<file path="src/rtl/uart_frm_pkg.sv">
// Shared state types and byte width for the UART command framer and its
// response serialiser.
package uart_frm_pkg;

  localparam int BYTE_W = 8;

  typedef enum logic [1:0] {R_IDLE, R_COLLECT, R_READY} rx_state_t;
  typedef enum logic [1:0] {T_IDLE, T_SEND, T_WAIT} tx_state_t;

endpackage

</file>
<file path="src/rtl/uart_frm_tx.sv">
// Response serialiser: sends a RESP_BYTES-wide word MS byte first through the
// byte UART, pacing each byte on a rising edge of tx_done.
module uart_frm_tx
  import uart_frm_pkg::*;
#(
  parameter int RESP_BYTES = 1
) (
  input  logic                         clk,
  input  logic                         rst,
  input  logic [BYTE_W*RESP_BYTES-1:0] resp,
  input  logic                         resp_vld,
  output logic                         resp_busy,
  output logic                         trmt,
  output logic [BYTE_W-1:0]            tx_data,
  input  logic                         tx_done,
  output logic                         resp_done
);

  localparam int RESP_W = BYTE_W * RESP_BYTES;
  localparam int REM_W  = $clog2(RESP_BYTES + 1);

  tx_state_t           r_state;
  logic [RESP_W-1:0]   r_shift;
  logic [REM_W-1:0]    r_rem;
  logic                r_txDonePrev;
  logic                r_trmt;
  logic                r_busy;
  logic                r_done;
  logic [BYTE_W-1:0]   r_txData;

  logic [RESP_W-1:0]   w_shiftNext;
  logic                w_txDoneRise;

  assign w_shiftNext  = r_shift << BYTE_W;
  assign w_txDoneRise = tx_done && !r_txDonePrev;

  // trmt is raised on entry to T_SEND so it lines up with the byte on tx_data.
  always_ff @(posedge clk) begin
    if (rst) begin
      r_state      <= T_IDLE;
      r_shift      <= '0;
      r_rem        <= '0;
      r_txDonePrev <= 1'b0;
      r_trmt       <= 1'b0;
      r_busy       <= 1'b0;
      r_done       <= 1'b0;
      r_txData     <= '0;
    end else begin
      r_txDonePrev <= tx_done;
      r_trmt       <= 1'b0;
      r_done       <= 1'b0;
      case (r_state)
        T_IDLE: begin
          if (resp_vld) begin
            r_shift  <= resp;
            r_rem    <= REM_W'(RESP_BYTES);
            r_busy   <= 1'b1;
            r_trmt   <= 1'b1;
            r_txData <= resp[RESP_W-1 -: BYTE_W];
            r_state  <= T_SEND;
          end
        end
        T_SEND: r_state <= T_WAIT;
        T_WAIT: begin
          if (w_txDoneRise) begin
            if (r_rem > REM_W'(1)) begin
              r_shift  <= w_shiftNext;
              r_rem    <= r_rem - REM_W'(1);
              r_trmt   <= 1'b1;
              r_txData <= w_shiftNext[RESP_W-1 -: BYTE_W];
              r_state  <= T_SEND;
            end else begin
              r_done  <= 1'b1;
              r_busy  <= 1'b0;
              r_state <= T_IDLE;
            end
          end
        end
        default: r_state <= T_IDLE;
      endcase
    end
  end

  assign resp_busy = r_busy;
  assign trmt      = r_trmt;
  assign tx_data   = r_txData;
  assign resp_done = r_done;

endmodule

</file>
<file path="src/rtl/uart_cmd_framer.sv">
// Assembles CMD_BYTES UART bytes into one command word with an inter-byte
// timeout for resync, and forwards responses to the serialiser.
module uart_cmd_framer
  import uart_frm_pkg::*;
#(
  parameter int CMD_BYTES   = 2,
  parameter int RESP_BYTES  = 1,
  parameter int TIMEOUT_CYC = 65536
) (
  input  logic                         clk,
  input  logic                         rst,
  input  logic                         rx_rdy,
  input  logic [BYTE_W-1:0]            rx_data,
  output logic                         clr_rx_rdy,
  output logic [BYTE_W*CMD_BYTES-1:0]  cmd,
  output logic                         cmd_rdy,
  input  logic                         clr_cmd_rdy,
  output logic                         frame_err,
  input  logic [BYTE_W*RESP_BYTES-1:0] resp,
  input  logic                         resp_vld,
  output logic                         resp_busy,
  output logic                         trmt,
  output logic [BYTE_W-1:0]            tx_data,
  input  logic                         tx_done,
  output logic                         resp_done
);

  localparam int CMD_W = BYTE_W * CMD_BYTES;
  localparam int CNT_W = $clog2(CMD_BYTES + 1);
  localparam int TO_W  = $clog2(TIMEOUT_CYC);

  rx_state_t         r_rxState;
  logic [CMD_W-1:0]  r_cmd;
  logic              r_cmdRdy;
  logic              r_frameErr;
  logic [CNT_W-1:0]  r_byteCnt;
  logic [TO_W-1:0]   r_toCnt;

  logic              w_accept;
  logic              w_lastByte;
  logic              w_expired;
  logic [CMD_W-1:0]  w_cmdNext;

  // A byte sitting in the UART is never consumed while reset is asserted.
  assign w_accept   = rx_rdy && (r_rxState != R_READY) && !rst;
  assign w_lastByte = (r_byteCnt == CNT_W'(CMD_BYTES - 1));
  assign w_expired  = (r_toCnt == TO_W'(TIMEOUT_CYC - 1));

  generate
    if (CMD_BYTES == 1) begin : g_single
      assign w_cmdNext = rx_data;
    end else begin : g_multi
      assign w_cmdNext = {r_cmd[CMD_W-BYTE_W-1:0], rx_data};
    end
  endgenerate

  // Accept takes priority over timeout expiry; the timer only runs mid-frame.
  always_ff @(posedge clk) begin
    if (rst) begin
      r_rxState  <= R_IDLE;
      r_cmd      <= '0;
      r_cmdRdy   <= 1'b0;
      r_frameErr <= 1'b0;
      r_byteCnt  <= '0;
      r_toCnt    <= '0;
    end else begin
      r_frameErr <= 1'b0;
      case (r_rxState)
        R_IDLE, R_COLLECT: begin
          if (w_accept) begin
            r_cmd     <= w_cmdNext;
            r_toCnt   <= '0;
            r_byteCnt <= r_byteCnt + CNT_W'(1);
            if (w_lastByte) begin
              r_cmdRdy  <= 1'b1;
              r_rxState <= R_READY;
            end else begin
              r_rxState <= R_COLLECT;
            end
          end else if (r_rxState == R_COLLECT) begin
            if (w_expired) begin
              r_byteCnt  <= '0;
              r_toCnt    <= '0;
              r_frameErr <= 1'b1;
              r_rxState  <= R_IDLE;
            end else begin
              r_toCnt <= r_toCnt + TO_W'(1);
            end
          end
        end
        R_READY: begin
          r_toCnt <= '0;
          if (clr_cmd_rdy) begin
            r_cmdRdy  <= 1'b0;
            r_byteCnt <= '0;
            r_rxState <= R_IDLE;
          end
        end
        default: r_rxState <= R_IDLE;
      endcase
    end
  end

  assign clr_rx_rdy = w_accept;
  assign cmd        = r_cmd;
  assign cmd_rdy    = r_cmdRdy;
  assign frame_err  = r_frameErr;

  uart_frm_tx #(
    .RESP_BYTES(RESP_BYTES)
  ) u_tx (
    .clk      (clk),
    .rst      (rst),
    .resp     (resp),
    .resp_vld (resp_vld),
    .resp_busy(resp_busy),
    .trmt     (trmt),
    .tx_data  (tx_data),
    .tx_done  (tx_done),
    .resp_done(resp_done)
  );

endmodule
</file>
<file path="config.mk">
export PLATFORM = sky130hd
export DESIGN_NAME = uart_cmd_framer
export DESIGN_NICKNAME = d
export VERILOG_FILES = /design/src/rtl/uart_frm_pkg.sv /design/src/rtl/uart_frm_tx.sv /design/src/rtl/uart_cmd_framer.sv
export SDC_FILE = /design/constraint.sdc
export NUM_CORES = 1
export LEC_CHECK = 0
export CAP_MARGIN = 20
export CORE_MARGIN = 2
export CORE_UTILIZATION = 28
export DETAILED_ROUTE_END_ITERATION = 8
export DONT_BUFFER_PORTS = 1
export GPL_ROUTABILITY_DRIVEN = 0
export HOLD_SLACK_MARGIN = 0.03
export PLACE_DENSITY = 0.42
export SYNTH_ARGS = -nofsm -noshare
export SYNTH_HDL_FRONTEND = slang
export SYNTH_SLANG_ARGS = --single-unit
export TNS_END_PERCENT = 1
</file>
<file path="constraint.sdc">
create_clock -name clk -period 3.6 [get_ports clk]
set_clock_uncertainty 0.05 [all_clocks]
set_input_delay 0 -clock clk [delete_from_list [all_inputs] [get_ports clk]]
set_output_delay 0 -clock clk [all_outputs]
set_load 0.05 [all_outputs]
</file>
==> reports/results.txt, run 1 <==
Routed WL: 5190 um
top cells by area, synth: dfxtp_1 (47%), nand2_1 (6.2%), a21oi_1 (5.6%), nor2_1 (4.4%), mux2i_1 (3.6%)
post-synthesis sequential area ratio: 0.467
io pins: 52
CTS buffer count: 5
total power: 1180 uW
PortBufs: 0
Clock Latency Late Sink: 0.31 ns
initial antenna violation count: 0
Row Count: 32
PD cells: 445 nW/um2
Achievable Freq: 422 MHz
Ant. Diodes: 0
CP max FO: 7
core area: 7730 um2
Crit. End Element: register
Final setup viols: 0
Final period util: 0.658
Worst Hold Class: in -> reg
vias in the first global route: 1786
total global routing overflow: 0
Remaining DRCs: 0
gr usage total: 0.126
setup TNS: 0 ns
Worst EP required: 3.75 ns
crit path cell chain: ha_1, nand3_1, or4_1, o21ai_2, mux2_1
vias: 1861
RSZ-0062 raised after global routing: false
CTS tree: done
H-tree levels: 2
crit start category: register
drt wl/cell: 13.7 um
Post-Syn Area: 2230 um2
antenna viol nets, final: 0
fin area: 2660 um2
number of synthesized flops with an enable pin: 0
Initial Utilization: 0.288
flop and latch count out of synthesis: 52
CP top delay family: simple AND/OR/NAND/NOR gates
Post-Syn Nets: 284
met1 Resource Use GR: 0.167
Final Critical Period: 2.37 ns
unique cell type count in the Yosys netlist: 45
largest area contributor in the netlist: dfxtp_1
CTS sink cnt: 52
CP max stage delay: 0.76 ns
Slew @ Worst Pin: 0.940 ns
clock buffer depth: 2
CP max-delay cell: or4_1
Placed Area: 2320 um2
Synth top area share: 0.467
Final Hold Viols: 0
Yosys warning count: 0
Setup CP Type: reg -> reg
drt first pass iters: 4
Max IR drop VDD: 0.196 mV
most common cell in the synthesized netlist: dfxtp_1
ys flop type: dfxtp_1
met2 Usage GRT: 0.196
status: finished clean
hpwl dp: 3410 um
FFs w/ async S/R, synth: 0
R2R setup slack: 1.23 ns
Filler cells: 809
Worst-path clk slew: 0.10 ns
MaxCap Viol Count: 0
Die H: 93.2 um
global-route wire length before repair: 8740 um
WP data arrival: 2.52 ns
chip width: 93.2 um
layout cells sized above 1: 0.0540
die area: 8680 um2
Slew HR: 0.370
gr busiest metal: met2
WP buf/inv: 0
Static Leak: 0.000936 uW
Mean Syn Cell Area: 8.57 um2
root buffer cell: clkbuf_8
DRT iter0 DRCs: 86
largest net degree at the start of global routing: 46
Via density: 4.90
pins over their slew limit: 0
most frequent cells after synthesis: dfxtp_1 (52), nand2_1 (37), nor2_1 (26)
synthesis-to-layout area growth: 19.4%
met3 Usage GRT: 0.0427
nets: 301
Syn Inst Count: 260
## worst paths after layout
| check | startpoint | to | depth (start not counted) |
|---|---|---|---|
| worst max register to register | r_toCnt[0] | r_byteCnt[1] | 5 |
| worst min-delay path | rx_rdy | r_toCnt[15] | 4 |
| worst max-delay path | r_toCnt[0] | r_byteCnt[1] | 5 |
| worst min register to register | r_byteCnt[0] | r_byteCnt[0] | 1 |
## final cells by class
class                      count  area (um2)  area share
inverter                       6        22.5     0.00847
tap                          102         128      0.0480
timing repair buffer          23         238      0.0894
sequential                    52        1040       0.392
clock inverter                 2        38.8      0.0146
multi-input combinational    189        1120       0.421
clock buffer                   6        72.6      0.0273
## placed cells by master (no fill, tap or decap), types with 4 or more instances in the layout
cell type / Yosys / layout
nand2_1: 37 / 37
nand4_1: 6 / 6
or4_1: 4 / 4
a21oi_1: 25 / 25
nor3_1: 8 / 8
nand3_1: 6 / 6
dfxtp_1: 52 / 52
nand2b_1: 5 / 5
a211oi_1: 7 / 7
inv_1: 6 / 6
dlygate4sd3_1: 0 / 21
clkbuf_8: 0 / 5
mux2i_1: 8 / 8
nor2_1: 26 / 26
o21ai_0: 4 / 4
nor2b_1: 6 / 6
## layer usage
metal	vias up	share of wire
met1	856	0.49
met2	45	0.44
met4	0	0.013
met3	6	0.062
li1	954	-
met5	-	0
## worst register-to-register path, delay by kind of cell, from the launching register on
kind | cells | cell delay, ns
adders and majority gates | 1 | 0.22
AOI/OAI and AO/OA | 1 | 0.24
muxes | 1 | 0.34
and+or+nand+nor | 2 | 1.00
DFF | 1 | 0.43
## per-stage QoR
stage	setup WS, ns	cells	utilization	hold slack [ns]
after floorplan	1.53	260	-	0.0466
after CTS	1.23	380	0.344	0.0467
after global routing	1.10	380	0.344	0.0833
after global placement	1.32	350	0.300	0.0265
final	1.23	380	0.344	0.0398
after detailed placement	1.28	350	0.300	0.0291
## registers in the layout, summed over array words and instances, names as in the netlist, 2 cells and up
| name | cells |
|---|---|
| r_byteCnt | 2 |
| cmd | 16 |
| r_rxState | 2 |
| r_toCnt | 16 |
| u_tx.r_state | 2 |
| u_tx.tx_data | 8 |
## cells by family (layout without fill, tap and decap cells)
| logic type | after synthesis | after routing | share of synthesized area |
|---|---|---|---|
| AOI/OAI and AO/OA | 57 | 57 | 0.160 |
| xor gates and xnor gates | 6 | 6 | 0.0236 |
| and+or+nand+nor | 115 | 115 | 0.264 |
| buffers and inverters | 19 | 37 | 0.0326 |
| DFF | 52 | 52 | 0.467 |
| muxes | 9 | 9 | 0.0410 |
| adders and majority gates | 2 | 2 | 0.0112 |
## report_power, final
group	internal, uW	total, uW	switching (uW)
combinational	47.6	107	59.6
clock	210	410	199
sequential	597	666	69.1
## what timing repair did
item / CTS / global route
setup buffers: 0 / 0
hold endpoints to repair: 51 / 0
resized for setup: 0 / 0
setup endpoints to repair: 0 / 0
hold buffers: 22 / 0
Note: power is estimated with default switching activity, not from simulation.
==> run 2, diff against run 1 <==
--- a/config.mk
+++ b/config.mk
@@ -12,7 +12,7 @@
 export DONT_BUFFER_PORTS = 1
 export GPL_ROUTABILITY_DRIVEN = 0
 export HOLD_SLACK_MARGIN = 0.03
-export PLACE_DENSITY = 0.42
+export PLACE_DENSITY = 0.44
 export SYNTH_ARGS = -nofsm -noshare
 export SYNTH_HDL_FRONTEND = slang
 export SYNTH_SLANG_ARGS = --single-unit
==> constraint.sdc (replaced) <==
create_clock -name clk -period 2 [get_ports clk]
set_clock_uncertainty 0.05 [all_clocks]
set_input_delay 0 -clock clk [delete_from_list [all_inputs] [get_ports clk]]
set_output_delay 0 -clock clk [all_outputs]
set_load 0.05 [all_outputs]
==> run 2 against run 1 <==
  * Count of clock-buffer cells in the layout decreased by 1
  * First-iteration DRC count shrank 15%
  * Die area did not move
  * Highest routed layer unchanged
  * Sequential power increased by 80%
  * Largest cell class unchanged
==> reports/results.txt, run 2 (synthesized netlist as in run 1, its figures left out) <==
status: finished clean
worst hold path depth: 2
gr busiest metal: met2
PD cells: 730 nW/um2
Routed WL: 5440 um
layout cells sized above 1: 0.133
die area: 8680 um2
Switching Share: 0.302
critical path startpoint: r_toCnt[6]
Static Leak: 0.00104 uW
io pins: 52
worst r2r src: r_toCnt[6]
final core utilization: 0.366
worst reg2reg endpoint: r_byteCnt[1]
internal power: 1440 uW
R2R setup slack: 0.11 ns
sequential power share: 0.578
root buffer cell: clkbuf_8
vias in the first global route: 1815
crit path cell chain: nand4_4, or4_1, o21ai_2, mux2_1
pins over their slew limit: 0
vias: 1917
CTS tree: done
Layout Cells excl Fill: 403
CP max-delay cell: or4_1
Slew @ Worst Pin: 0.552 ns
Final Critical Period: 1.89 ns
antenna viol nets, final: 0
Die H: 93.2 um
Logic pwr share: 0.110
setup bufs post-CTS: 0
PortBufs: 0
largest net degree at the start of global routing: 46
Setup CP Type: reg -> reg
Crit. End Element: register
Initial Utilization: 0.288
met1 Resource Use GR: 0.169
Final Hold Viols: 0
gr usage total: 0.125
Slew HR: 0.631
Clock Latency Late Sink: 0.31 ns
most frequent cells in the layout: dfxtp_1 (51), nand2_1 (37), nor2_1 (26)
clock power share: 0.312
Final period util: 0.943
drt wl/cell: 13.5 um
CTS buffer count: 5
total global routing overflow: 0
RSZ-0062 raised after global routing: false
Max IR drop VDD: 0.376 mV
hold path start: rx_rdy
Worst Hold Class: in -> reg
CP max stage delay: 0.58 ns
CTS sink cnt: 52
Ant. Diodes: 0
setup TNS: 0 ns
worst r2r path cells: 4
Achievable Freq: 530 MHz
Placed Instances: 371
crit start category: register
global-route wire length before repair: 8610 um
Row Count: 32
Remaining DRCs: 0
Worst-path clk slew: 0.10 ns
Final setup viols: 0
Via density: 4.76
clock buffer depth: 2
Worst EP required: 2.15 ns
DRT iter0 DRCs: 73
drt first pass iters: 4
core area: 7730 um2
synthesis-to-layout area growth: 27.1%
Psw: 625 uW
most common cell after layout, fill and taps aside: dfxtp_1
met2 Usage GRT: 0.195
H-tree levels: 2
met3 Usage GRT: 0.0314
nets: 324
WHS Endpoint: frame_err
initial antenna violation count: 0
CTS resizes: 0
MaxCap Viol Count: 0
chip width: 93.2 um
WP data arrival: 2.04 ns
hpwl dp: 3710 um
CP max FO: 7
run 2: cell types whose count changed in the layout (fill, tap and decap cells not counted), sizes merged:
cell / change
clkbuf: -1
dlygate4sd3: +2
clkinv: +1
bufinv: -1
clkinvlp: +1
buf: +21
run 2: power by group through the flow:
stage / Clock (uW) / Sequential [uW] / Combinational (uW)
2_1_floorplan: 0 / 1210 / 130
3_3_place_gp: 0 / 1220 / 170
3_5_place_dp: 0 / 1220 / 170
4_1_cts: 674 / 1200 / 229
5_1_grt: 699 / 1200 / 250
6_report: 645 / 1200 / 227
run 2: area by class of cell:
type / count / area (um2)
Clock inverter: 3 / 27.5
Sequential cell: 52 / 1040
Fill cell: 808 / 4900
Timing Repair Buffer: 46 / 415
Multi-Input combinational cell: 189 / 1130
Clock buffer: 5 / 68.8
Inverter: 6 / 22.5
Tap cell: 102 / 128
run 2: what timing repair did:
action | in CTS | in global routing
hold buffers | 24 | 0
endpoints found under the setup margin | 0 | 0
endpoints found under the hold margin | 51 | 0
run 2: per-layer routing:
metal  up-vias  routed length (um)
li1        995                   -
met2        36                2450
met3         5                 223
met4         0                  63
met1       881                2710
met5         -                   0
run 2: how the worst max path moves through the flow:
stage	depth (start not counted)	to	slack, ns
6_report	4	r_byteCnt[1]	0.11
4_1_cts	4	r_byteCnt[1]	0.10
5_1_grt	5	r_byteCnt[1]	0.04
3_5_place_dp	4	r_byteCnt[1]	0.12
2_1_floorplan	6	r_byteCnt[1]	0.02
3_3_place_gp	5	r_byteCnt[1]	0.14
run 2: metrics by stage:
step	hold WS [ns]	setup WS (ns)	total power (uW)	instance area, um2
after floorplan	0.0466	0.0188	1340	2240
after global placement	0.0266	0.145	1390	2480
after detailed placement	0.0287	0.123	1390	2480
after CTS	0.0353	0.104	2100	2830
after global routing	0.0354	0.0419	2150	2830
final	0.0412	0.113	2070	2830
run 2: critical path, delay by kind of cell, from the launching register on:
family             cells  cell delay (ns)
AOI/OAI and AO/OA      1             0.19
DFF                    1             0.46
muxes                  1             0.33
and+or+nand+nor        2             0.76
